===== src/rtl/edge_pkg.sv =====
// Shared constants for the image-filter configuration slave: register offsets,
// AHB transfer encodings and the error-response FSM state type.
package edge_pkg;

  localparam logic [4:0] OFF_WIDTH       = 5'h00;
  localparam logic [4:0] OFF_HEIGHT      = 5'h04;
  localparam logic [4:0] OFF_READ_START  = 5'h08;
  localparam logic [4:0] OFF_WRITE_START = 5'h0C;
  localparam logic [4:0] OFF_FILTER      = 5'h10;
  localparam logic [4:0] OFF_CTRL        = 5'h14;
  localparam logic [4:0] OFF_STATUS      = 5'h18;

  localparam logic [1:0] HTRANS_IDLE   = 2'b00;
  localparam logic [1:0] HTRANS_BUSY   = 2'b01;
  localparam logic [1:0] HTRANS_NONSEQ = 2'b10;
  localparam logic [1:0] HTRANS_SEQ    = 2'b11;

  typedef logic [1:0] state_t;
  localparam state_t ST_READY = 2'd0;
  localparam state_t ST_ERR1  = 2'd1;
  localparam state_t ST_ERR2  = 2'd2;

endpackage


===== src/rtl/config_slave.sv =====
// AHB-lite register slave holding image configuration and engine start/done handshake.
// Zero-wait OKAY for mapped transfers; two-cycle ERROR response otherwise (hready low one cycle).
module config_slave
  import edge_pkg::*;
#(
  parameter int BUSWIDTH  = 32,
  parameter int ADDR_LSBS = 8
) (
  input  logic                ahb_hclk,
  input  logic                rst,
  input  logic                ahb_hsel,
  input  logic [1:0]          ahb_htrans,
  input  logic                ahb_hwrite,
  input  logic [BUSWIDTH-1:0] ahb_haddr,
  input  logic [BUSWIDTH-1:0] ahb_hwdata,
  output logic [BUSWIDTH-1:0] ahb_hrdata,
  output logic                ahb_hready,
  output logic                ahb_hresp,
  output logic [BUSWIDTH-1:0] width,
  output logic [BUSWIDTH-1:0] height,
  output logic [BUSWIDTH-1:0] readStartAddress,
  output logic [BUSWIDTH-1:0] writeStartAddress,
  output logic                filterType,
  output logic                start_pulse,
  input  logic                engine_done,
  output logic                busy
);

  state_t                 state;
  logic                   done;
  logic                   dp_vld;
  logic [4:0]             dp_off;
  logic [ADDR_LSBS-1:0]   off;
  logic                   accept;
  logic                   bad_addr;
  logic                   unused_haddr;

  logic [BUSWIDTH-1:0]    width_nxt, height_nxt, rd_start_nxt, wr_start_nxt, rd_mux;
  logic                   filter_nxt, busy_nxt, done_nxt, start_go;

  assign off          = ahb_haddr[ADDR_LSBS-1:0];
  assign unused_haddr = ^ahb_haddr[BUSWIDTH-1:ADDR_LSBS];
  assign accept       = ahb_hsel && ahb_hready &&
                        ((ahb_htrans == HTRANS_NONSEQ) || (ahb_htrans == HTRANS_SEQ));
  assign bad_addr     = (off > ADDR_LSBS'(OFF_STATUS)) || (off[1:0] != 2'b00);

  assign ahb_hready = (state != ST_ERR1);
  assign ahb_hresp  = (state != ST_READY);

  // Post-write register image; reads sample it so a read right behind a write sees the new value.
  always_comb begin
    width_nxt    = width;
    height_nxt   = height;
    rd_start_nxt = readStartAddress;
    wr_start_nxt = writeStartAddress;
    filter_nxt   = filterType;
    busy_nxt     = busy;
    done_nxt     = done;
    start_go     = 1'b0;
    if (dp_vld) begin
      case (dp_off)
        OFF_WIDTH:       if (!busy) width_nxt    = ahb_hwdata;
        OFF_HEIGHT:      if (!busy) height_nxt   = ahb_hwdata;
        OFF_READ_START:  if (!busy) rd_start_nxt = ahb_hwdata;
        OFF_WRITE_START: if (!busy) wr_start_nxt = ahb_hwdata;
        OFF_FILTER:      if (!busy) filter_nxt   = ahb_hwdata[0];
        OFF_CTRL:        start_go = ahb_hwdata[0] && !busy;
        OFF_STATUS:      if (ahb_hwdata[1]) done_nxt = 1'b0;
        default: ;
      endcase
    end
    if (engine_done) begin
      busy_nxt = 1'b0;
      done_nxt = 1'b1;
    end
    if (start_go) busy_nxt = 1'b1;
  end

  always_comb begin
    rd_mux = '0;
    case (off[4:0])
      OFF_WIDTH:       rd_mux = width_nxt;
      OFF_HEIGHT:      rd_mux = height_nxt;
      OFF_READ_START:  rd_mux = rd_start_nxt;
      OFF_WRITE_START: rd_mux = wr_start_nxt;
      OFF_FILTER:      rd_mux[0] = filter_nxt;
      OFF_STATUS:      rd_mux[1:0] = {done_nxt, busy_nxt};
      default: ;
    endcase
  end

  always_ff @(posedge ahb_hclk) begin
    if (rst) begin
      state             <= ST_READY;
      dp_vld            <= 1'b0;
      dp_off            <= '0;
      ahb_hrdata        <= '0;
      width             <= '0;
      height            <= '0;
      readStartAddress  <= '0;
      writeStartAddress <= '0;
      filterType        <= 1'b0;
      busy              <= 1'b0;
      done              <= 1'b0;
      start_pulse       <= 1'b0;
    end else begin
      width             <= width_nxt;
      height            <= height_nxt;
      readStartAddress  <= rd_start_nxt;
      writeStartAddress <= wr_start_nxt;
      filterType        <= filter_nxt;
      busy              <= busy_nxt;
      done              <= done_nxt;
      start_pulse       <= start_go;
      dp_vld            <= accept && !bad_addr && ahb_hwrite;
      dp_off            <= off[4:0];
      if (accept && !ahb_hwrite) ahb_hrdata <= bad_addr ? '0 : rd_mux;
      // ERR2 accepting another bad transfer loops straight back to ERR1
      if (accept && bad_addr)  state <= ST_ERR1;
      else if (state == ST_ERR1) state <= ST_ERR2;
      else                     state <= ST_READY;
    end
  end

endmodule


===== config.mk =====
export PLATFORM = sky130hd
export DESIGN_NAME = config_slave
export DESIGN_NICKNAME = d
export VERILOG_FILES = /design/src/rtl/edge_pkg.sv /design/src/rtl/config_slave.sv
export SDC_FILE = /design/constraint.sdc
export NUM_CORES = 1
export LEC_CHECK = 0
export ABC_CLOCK_PERIOD_IN_PS = 3370
export CAP_MARGIN = 20
export CELL_PAD_IN_SITES_DETAIL_PLACEMENT = 1
export CELL_PAD_IN_SITES_GLOBAL_PLACEMENT = 1
export CORE_MARGIN = 2
export CORE_UTILIZATION = 26
export CTS_CLUSTER_SIZE = 10
export DETAILED_ROUTE_END_ITERATION = 7
export GPL_TIMING_DRIVEN = 0
export HOLD_SLACK_MARGIN = 0.08
export PLACE_DENSITY = 0.73
export SLEW_MARGIN = 5
export SYNTH_ARGS = -nofsm -noshare
export SYNTH_HDL_FRONTEND = slang
export SYNTH_SLANG_ARGS = --single-unit

===== constraint.sdc =====
create_clock -name ahb_hclk -period 3.37 [get_ports ahb_hclk]
set_input_delay 0.674 -clock ahb_hclk [delete_from_list [all_inputs] [get_ports ahb_hclk]]
set_output_delay 0.674 -clock ahb_hclk [all_outputs]
set_load 0.02 [all_outputs]

==> results of run 1 <==
-- path summary, 6_finish.rpt --
kind | endpoint | depth (start not counted) | slack, ps
worst max-delay path | ahb_hrdata[31]$_SDFFE_PP0P_ | 7 | 660
worst min-delay path | ahb_hrdata[3]$_SDFFE_PP0P_ | 2 | 480
worst max register to register | ahb_hrdata[14]$_SDFFE_PP0P_ | 6 | 1170
worst min register to register | ahb_hrdata[3]$_SDFFE_PP0P_ | 2 | 480
-- Yosys cell counts (2+ instances only) --
cell         n  area [um2]
o31ai_1      2        15.0
a21boi_0     2        15.0
o211ai_1    30         225
nor3_4       2        32.5
dfxtp_1    172        3440
buf_6        4        45.0
o22a_1      30         263
inv_1        3        11.3
a22oi_2     10         125
nand4_1      2        12.5
mux2_2       2        22.5
a22oi_1      8        60.1
o22ai_1      2        12.5
o221ai_1     3        26.3
nor2b_1      4        25.0
a2bb2oi_1   12         105
a21oi_1      2        10.0
and2_1      50         313
mux2_4      28         420
mux2i_1     80         801
nor3_1       4        20.0
buf_2        7        35.0
nand2_4      2        22.5
nor2_1      88         330
nand3_1      6        30.0
mux2_1      18         203
buf_4        7        52.6
clkbuf_1    27         101
nand2_1     37         139
-- flip-flops by register name, summed over array words and instances, names as in the netlist, 2 cells and up --
signal             cells
ahb_hrdata            32
height                32
readStartAddress      32
width                 32
dp_off                 5
state                  2
writeStartAddress     32
-- area by class of cell --
cell class,count,area [um2]
plain buffers,45,234
clock inverters,15,146
inverters,3,11.3
repair buffers,209,2090
flip-flops and latches,172,3440
well taps,341,427
fillers,2995,16700
multi-input cells,443,3410
clock buffers,17,425
-- stage by stage --
step                      std cells  utilization (%)  area [um2]  total power, mW  setup WS (ps)
after global placement         1213             35.8        9610             2.26            233
after floorplan                 663                -        7100             2.14           1320
final                          1245             37.9       10200             4.16            659
after global routing           1245             37.9       10200             4.30            503
after CTS                      1245             37.9       10200             4.21            644
after detailed placement       1213             35.8        9610             2.27            194
-- where the power goes --
group          total (mW)  internal, mW  switching, mW  leakage [nW]
Combinational       0.176        0.0668          0.109          2.62
Sequential           2.04          2.04        0.00448          1.39
Clock                1.94         0.984          0.959         0.273
-- layer usage --
layer  vias up  global-route usage, %
met5         -                      0
met1      2989                   23.9
met4         0                   5.43
met2       186                   32.4
met3        29                   4.29
li1       2814                      -
-- cell families after synthesis --
logic type	Yosys count	synth area share (%)
buf+inv	48	3.46
flops	172	48.5
simple gates	209	14.9
mux	128	20.4
compound gates	106	12.7
-- worst max-delay path: cells and delay by family --
family	cells	cell delay [ps]
compound gates	2	260
buf+inv	2	950
simple gates	3	1160
==> flow_summary.ini, run 1 <==
[final_layout]
num-nets-final = 962
most-common-layout-cells = clkdlybuf4s50_1, dfxtp_1, nor2_1
num_antenna_cells = 0
drive_gt1_share_pct = 11.1
area_growth_pct = 43.6
layout_commonest_cell = clkdlybuf4s50_1

[routing]
wirelength_mm = 26.8
wl_met1_mm = 12.0
met2RoutedLength_mm = 12.9
vias = 6018
final_antenna_net_count = 0
drtPass1Iterations = 4
post_drt_wl_per_cell_um = 21.6
drc_errors = 0
drt_iter0_markers = 214
viasPerCell = 4.83
dr.max_layer_used = met4
met3WireLength_mm = 1.53

[critical_path]
worstSetupEndpointType = flop
largest_stage_delay_on_the_critical_path_ps = 560
path_cells = clkdlybuf4s50_1 > nor3_2 > nand3b_1 > nor3_4 > buf_2 > a22oi_2 > o211ai_1
crit_slowest_cell = nor3_4
category_of_the_worst_setup_path_launch_point = primary input
worstReg2RegStart = state[1]$_SDFF_PP0_
worst-path-max-fanout = 10
critical_path_arrival_ps = 3060
critPathLaunch = ahb_haddr[1]
required_ps = 3720
timing.setup.critical_path_class = in2reg

[die]
die_w_um = 169
floorplan.core_area_um2 = 26900
fp.dieArea_um2 = 28600
floorplan.die.height_um = 169
row_count = 60
initial_utilization_pct = 26.4
pin_count = 236

[status]
result_of_the_run = finished, final reports clean

[timing]
tns_ps = 0
setup_violations = 0
timing.fmax_mhz = 369
final.hold.worst_slack_ps = 479
unrepaired_setup_endpoints_after_global_routing = false
fin_worst_skew_ps = 11.1
timing.final.crit_period_ps = 2710
max_slew.worst_pin.slew_ps = 827
hold_violations = 0
relSlewSlack_pct = 44.9
post-route-period-util_pct = 80.4
finalMaxSlewViolations = 0

[clocking]
clk_pin_slew_worst_paths_ps = 70
cts_sinks = 172
ctsResizeCount = 0
cts.htree.levels = 4
clock_path_buffers = 2
number_of_cts_inserted_buffers = 17
post_cts_hold_buffer_count = 0
clock_tree_from_tritoncts = done
root_buffer = clkbuf_16
post-cts-setup-buffers = 0
worstSkewPairLatency_ps = 430

[global_route]
maximum_number_of_pins_on_one_net_before_global_route_repair = 19
antenna_found_initial = 0
globalRouteTotalUtil_pct = 18.9
grt_pass1_vias = 6488
grt.overflow.total = 0
wire_length_of_the_first_global_routing_pass_mm = 40.2

[pwr]
power.density_cell_area_nw_per_um2 = 408
leakage_nw = 4.28
irDropWorstVdd_v = 0.000218

[job]
cap_viol_max_count = 0

[logic_synthesis]
syn_area_per_cell_um2 = 10.7
synth.cell_area_um2 = 7100
async_flop_share_pct = 0
synth_sequential_area_ratio_pct = 48.5
synth-edff-count = 0
ys.warnings.count = 0
synthesis.instances = 663
synth_nets = 734
ys_dominant_reg_cell = dfxtp_1
post_synth_num_cell_types = 48
ys_ff_latch = 172

[place]
place_hpwl_mm = 19.1
io_buffers = 209
gp_congestion = 0.766

[worst_hold_path]
hold_class = reg2reg
worstHoldStart = ahb_hrdata[3]$_SDFFE_PP0P_
Note: power is estimated with default switching activity, not from simulation.
==> run 2: changes to the inputs <==
Settings changed: ABC_CLOCK_PERIOD_IN_PS 3370 to 2400, PLACE_DENSITY 0.73 to 0.75.
Clock period 3.37 ns to 2.4 ns, I/O delays scaled along.
==> flow_summary.ini, run 2 (same netlist as run 1, synthesis figures left out) <==
[status]
result_of_the_run = finished, final reports clean

[global_route]
antenna_found_initial = 1
maximum_number_of_pins_on_one_net_before_global_route_repair = 17
grt_pass1_vias = 6484
wire_length_of_the_first_global_routing_pass_mm = 39.8
grt.overflow.total = 0
globalRouteTotalUtil_pct = 18.6

[critical_path]
crit_slowest_cell = or4b_1
critical_path_arrival_ps = 2570
required_ps = 2750
timing.setup.critical_path_class = in2reg
worstSetupEndpointType = flop
worst-path-max-fanout = 10
category_of_the_worst_setup_path_launch_point = primary input
largest_stage_delay_on_the_critical_path_ps = 620
path_cells = clkdlybuf4s50_1 > nor2_1 > nand2_2 > or4b_1 > clkbuf_2 > o211ai_1

[routing]
drtPass1Iterations = 4
post_drt_wl_per_cell_um = 21.2
final_antenna_net_count = 0
wirelength_mm = 26.4
drt_iter0_markers = 275
viasPerCell = 4.77
drc_errors = 0
vias = 5944

[clocking]
cts.htree.levels = 4
clock_path_buffers = 2
clk_pin_slew_worst_paths_ps = 70
worstSkewPairLatency_ps = 430
number_of_cts_inserted_buffers = 17
clock_tree_from_tritoncts = done
root_buffer = clkbuf_16
cts_sinks = 172

[timing]
max_slew.worst_pin.slew_ps = 833
setup_violations = 0
unrepaired_setup_endpoints_after_global_routing = false
post-route-period-util_pct = 92.5
finalMaxSlewViolations = 0
final_critical_path_setup_slack_ps = 179
relSlewSlack_pct = 44.5
timing.final.crit_period_ps = 2220
timing.fmax_mhz = 450
hold_violations = 0
fin_worst_skew_ps = 10.5

[final_layout]
num_antenna_cells = 0
area_growth_pct = 43.4
most-common-layout-cells = clkdlybuf4s50_1, dfxtp_1, nor2_1
layout_commonest_cell = clkdlybuf4s50_1
drive_gt1_share_pct = 11.6
num-nets-final = 963

[die]
floorplan.core_area_um2 = 26900
floorplan.die.height_um = 169
pin_count = 236
die_w_um = 169
row_count = 60
initial_utilization_pct = 26.4
fp.dieArea_um2 = 28600

[place]
place_hpwl_mm = 18.9
io_buffers = 209
detailedPlace.worstSlack_ps = -570
gp_congestion = 0.756

[job]
cap_viol_max_count = 0

[pwr]
power.density_cell_area_nw_per_um2 = 565
irDropWorstVdd_v = 0.000351
leakage_nw = 4.28
power_mw = 5.75

[worst_hold_path]
hold_class = in2reg
## run 2: area by class of cell
cell class	count	area, um2
Fill cell	3008	16700
Inverter	3	11.3
Sequential cell	172	3440
Clock buffer	18	439
Buffer	45	238
Clock inverter	14	110
Timing Repair Buffer	210	2100
Multi-Input combinational cell	443	3410
Tap cell	341	427
## run 2: metrics by stage
step | setup TNS, ps | utilization [%] | cells | area [um2] | hold slack, ps
after floorplan | 0 | - | 663 | 7100 | 444
after global placement | -12950 | 35.8 | 1213 | 9610 | 454
after detailed placement | -13580 | 35.8 | 1213 | 9610 | 465
after CTS | 0 | 37.8 | 1246 | 10200 | 395
after global routing | 0 | 37.9 | 1246 | 10200 | 396
final | 0 | 37.9 | 1246 | 10200 | 414
## run 2: power by group
group          internal [mW]  total [mW]  switching (mW)
combinational         0.0939       0.244           0.150
clock                   1.37        2.64            1.27
sequential              2.86        2.87         0.00643
## run 2: path summary, 6_finish.rpt
check,from,to,slack [ps],depth (start not counted)
setup / recovery,ahb_haddr[1],ahb_hrdata[15]$_SDFFE_PP0P_,180,6
hold / removal,ahb_haddr[4],dp_off[4]$_SDFF_PP0_,410,2
setup reg to reg,dp_off[4]$_SDFF_PP0_,ahb_hrdata[12]$_SDFFE_PP0P_,360,6
hold reg to reg,ahb_hrdata[29]$_SDFFE_PP0P_,ahb_hrdata[29]$_SDFFE_PP0P_,480,2
## run 2: timing repair
| action | in CTS | in global routing |
|---|---|---|
| buffers inserted | 1 | 0 |
| setup endpoints to repair | 10 | 22 |
| cloned | 0 | 0 |
| pin swaps | 1 | 0 |
| gates resized for setup | 0 | 7 |
| hold buffers | 0 | 0 |
## run 2: per-layer routing
metal,global-route usage [%],up-vias,part of all wire (%)
li1,-,2806,-
met1,23.5,2956,45
met2,32.0,171,48
met3,5.39,11,6.3
met4,3.27,0,0.72
met5,0,-,0
## run 2: worst max-delay path: cells and delay by family
family          cells  cell delay (ps)
simple gates        3             1080
buf+inv             2              750
compound gates      1              240
==> run 3: changes to the inputs <==
--- a/config.mk
+++ b/config.mk
@@ -10,4 +10,5 @@
 export CELL_PAD_IN_SITES_DETAIL_PLACEMENT = 1
 export CELL_PAD_IN_SITES_GLOBAL_PLACEMENT = 1
+export CORE_ASPECT_RATIO = 0.7
 export CORE_MARGIN = 2
 export CORE_UTILIZATION = 26
==> constraint.sdc (replaced) <==
create_clock -name ahb_hclk -period 2.4 [get_ports ahb_hclk]
set_input_delay 0.36 -clock ahb_hclk [delete_from_list [all_inputs] [get_ports ahb_hclk]]
set_output_delay 0.36 -clock ahb_hclk [all_outputs]
set_load 0.02 [all_outputs]
==> flow_summary.ini, run 3 (same netlist as run 1, synthesis figures left out) <==
[pwr]
power.density_cell_area_nw_per_um2 = 561
power.share.combinational_pct = 4.3
cell_internal_pwr_mw = 4.31
leakage_nw = 4.26
sequential_power_share_pct = 50.1
pwr-share-clk_pct = 45.6
switchingPower_mw = 1.41
switching_share_pct = 24.7
irDropWorstVdd_v = 0.000445

[critical_path]
cp_num_cells = 6
critical_path_arrival_ps = 2600
category_of_the_worst_setup_path_launch_point = primary input
crit_family = simple AND/OR/NAND/NOR gates
required_ps = 2750
reg2reg_path_depth = 6
crit_slowest_cell = or4b_1
worst-path-buf-inv = 2
worstSetupEndpointType = flop
timing.setup.critical_path_class = in2reg
worstReg2RegStart = busy$_SDFF_PP0_
r2r_slack_ps = 300
critPathLaunch = ahb_haddr[1]
largest_stage_delay_on_the_critical_path_ps = 680
path_cells = clkdlybuf4s50_1 > nor2_1 > nand2_1 > or4b_1 > clkbuf_2 > o211ai_1
worst-path-max-fanout = 10

[timing]
max_slew.worst_pin.slew_ps = 780
timing.fmax_mhz = 445
tns_ps = 0
unrepaired_setup_endpoints_after_global_routing = false
fin_worst_skew_ps = 9.22
hold_violations = 0
timing.final.crit_period_ps = 2250
relSlewSlack_pct = 48.0
final.hold.worst_slack_ps = 281
finalMaxSlewViolations = 0
setup_violations = 0
post-route-period-util_pct = 93.6

[clocking]
number_of_cts_inserted_buffers = 17
clk_pin_slew_worst_paths_ps = 70
worstSkewPairLatency_ps = 430
clock_tree_from_tritoncts = done
post_cts_hold_buffer_count = 0
root_buffer = clkbuf_16
cts.htree.levels = 4
clock_path_buffers = 2
cts_sinks = 172

[routing]
drc_errors = 0
wirelength_mm = 27.3
vias = 5982
final_antenna_net_count = 0
drt_iter0_markers = 217
drtPass1Iterations = 4
viasPerCell = 4.71
post_drt_wl_per_cell_um = 21.5

[global_route]
grt.overflow.total = 0
maximum_number_of_pins_on_one_net_before_global_route_repair = 17
globalRouteTotalUtil_pct = 18.9
grt_pass1_vias = 6307
antenna_found_initial = 1
wire_length_of_the_first_global_routing_pass_mm = 40.1

[final_layout]
layout.area.seq_um2 = 3440
multi_input_area_um2 = 3410
drive_gt1_share_pct = 11.3
layout_commonest_cell = clkdlybuf4s50_1
most-common-layout-cells = clkdlybuf4s50_1, dfxtp_1, nor2_1
fillCellCount = 3024
area_growth_pct = 43.7
num-nets-final = 963

[die]
floorplan.die.height_um = 142
pin_count = 236
row_count = 50
initial_utilization_pct = 26.5
floorplan.core_area_um2 = 26800
fp.dieArea_um2 = 28600
die_w_um = 201

[worst_hold_path]
worst_hold_depth = 2
hold_class = in2reg
worstHoldStart = ahb_haddr[4]

[place]
gp_congestion = 0.801
place_hpwl_mm = 19.8
io_buffers = 209

[job]
cap_viol_max_count = 0

[status]
result_of_the_run = finished, final reports clean
[run 3: changes by cell type in the layout (fill, tap and decap cells not counted)]
cell	before	now
nand2_2	2	1
diode_2	0	1
clkinv_4	3	4
clkbuf_1	24	26
clkinv_2	3	1
clkinvlp_4	3	6
inv_6	4	1
nand2_1	36	37
inv_8	1	0
[run 3: what timing repair did]
item / CTS / global route
gates resized for setup: 0 / 6
endpoints found under the setup margin: 0 / 22
buffers inserted: 0 / 1
[run 3: layout make-up]
class | count | area share (%)
Sequential cell | 172 | 33.8
Multi-Input combinational cell | 443 | 33.4
Timing Repair Buffer | 210 | 20.6
Tap cell | 364 | 4.47
Clock buffer | 20 | 4.38
Buffer | 45 | 2.33
Clock inverter | 12 | 0.920
Inverter | 3 | 0.110
Antenna cell | 1 | 0.0245
[run 3: worst paths after layout]
path	to
setup reg to reg	ahb_hrdata[31]$_SDFFE_PP0P_
hold reg to reg	ahb_hrdata[19]$_SDFFE_PP0P_
hold / removal	dp_off[4]$_SDFF_PP0_
setup / recovery	ahb_hrdata[8]$_SDFFE_PP0P_
[run 3: power groups by stage]
| stage | logic (mW) | registers (mW) | clock network (mW) |
|---|---|---|---|
| 2_1_floorplan | 0.0762 | 2.93 | 0 |
| 3_3_place_gp | 0.247 | 2.93 | 0 |
| 3_5_place_dp | 0.248 | 2.93 | 0 |
| 4_1_cts | 0.250 | 2.87 | 2.67 |
| 5_1_grt | 0.263 | 2.87 | 2.80 |
| 6_report | 0.247 | 2.87 | 2.61 |
[run 3: through the flow]
stage / std cells / utilization, % / area [um2] / setup WS [ps] / power, mW
2_1_floorplan: 663 / - / 7100 / 578 / 3.01
3_3_place_gp: 1236 / 36.0 / 9640 / -386 / 3.18
3_5_place_dp: 1236 / 36.0 / 9640 / -422 / 3.18
4_1_cts: 1268 / 38.0 / 10200 / 28.8 / 5.79
5_1_grt: 1269 / 38.1 / 10200 / 60.3 / 5.93
6_report: 1270 / 38.1 / 10200 / 153 / 5.72
[run 3: metal layers]
layer	part of all wire, %	global-route usage, %	wire length [um]
met5	0.059	0	16
met4	0.67	3.60	182
met3	6.7	5.22	1830
met2	44	29.6	12100
met1	48	26.0	13200
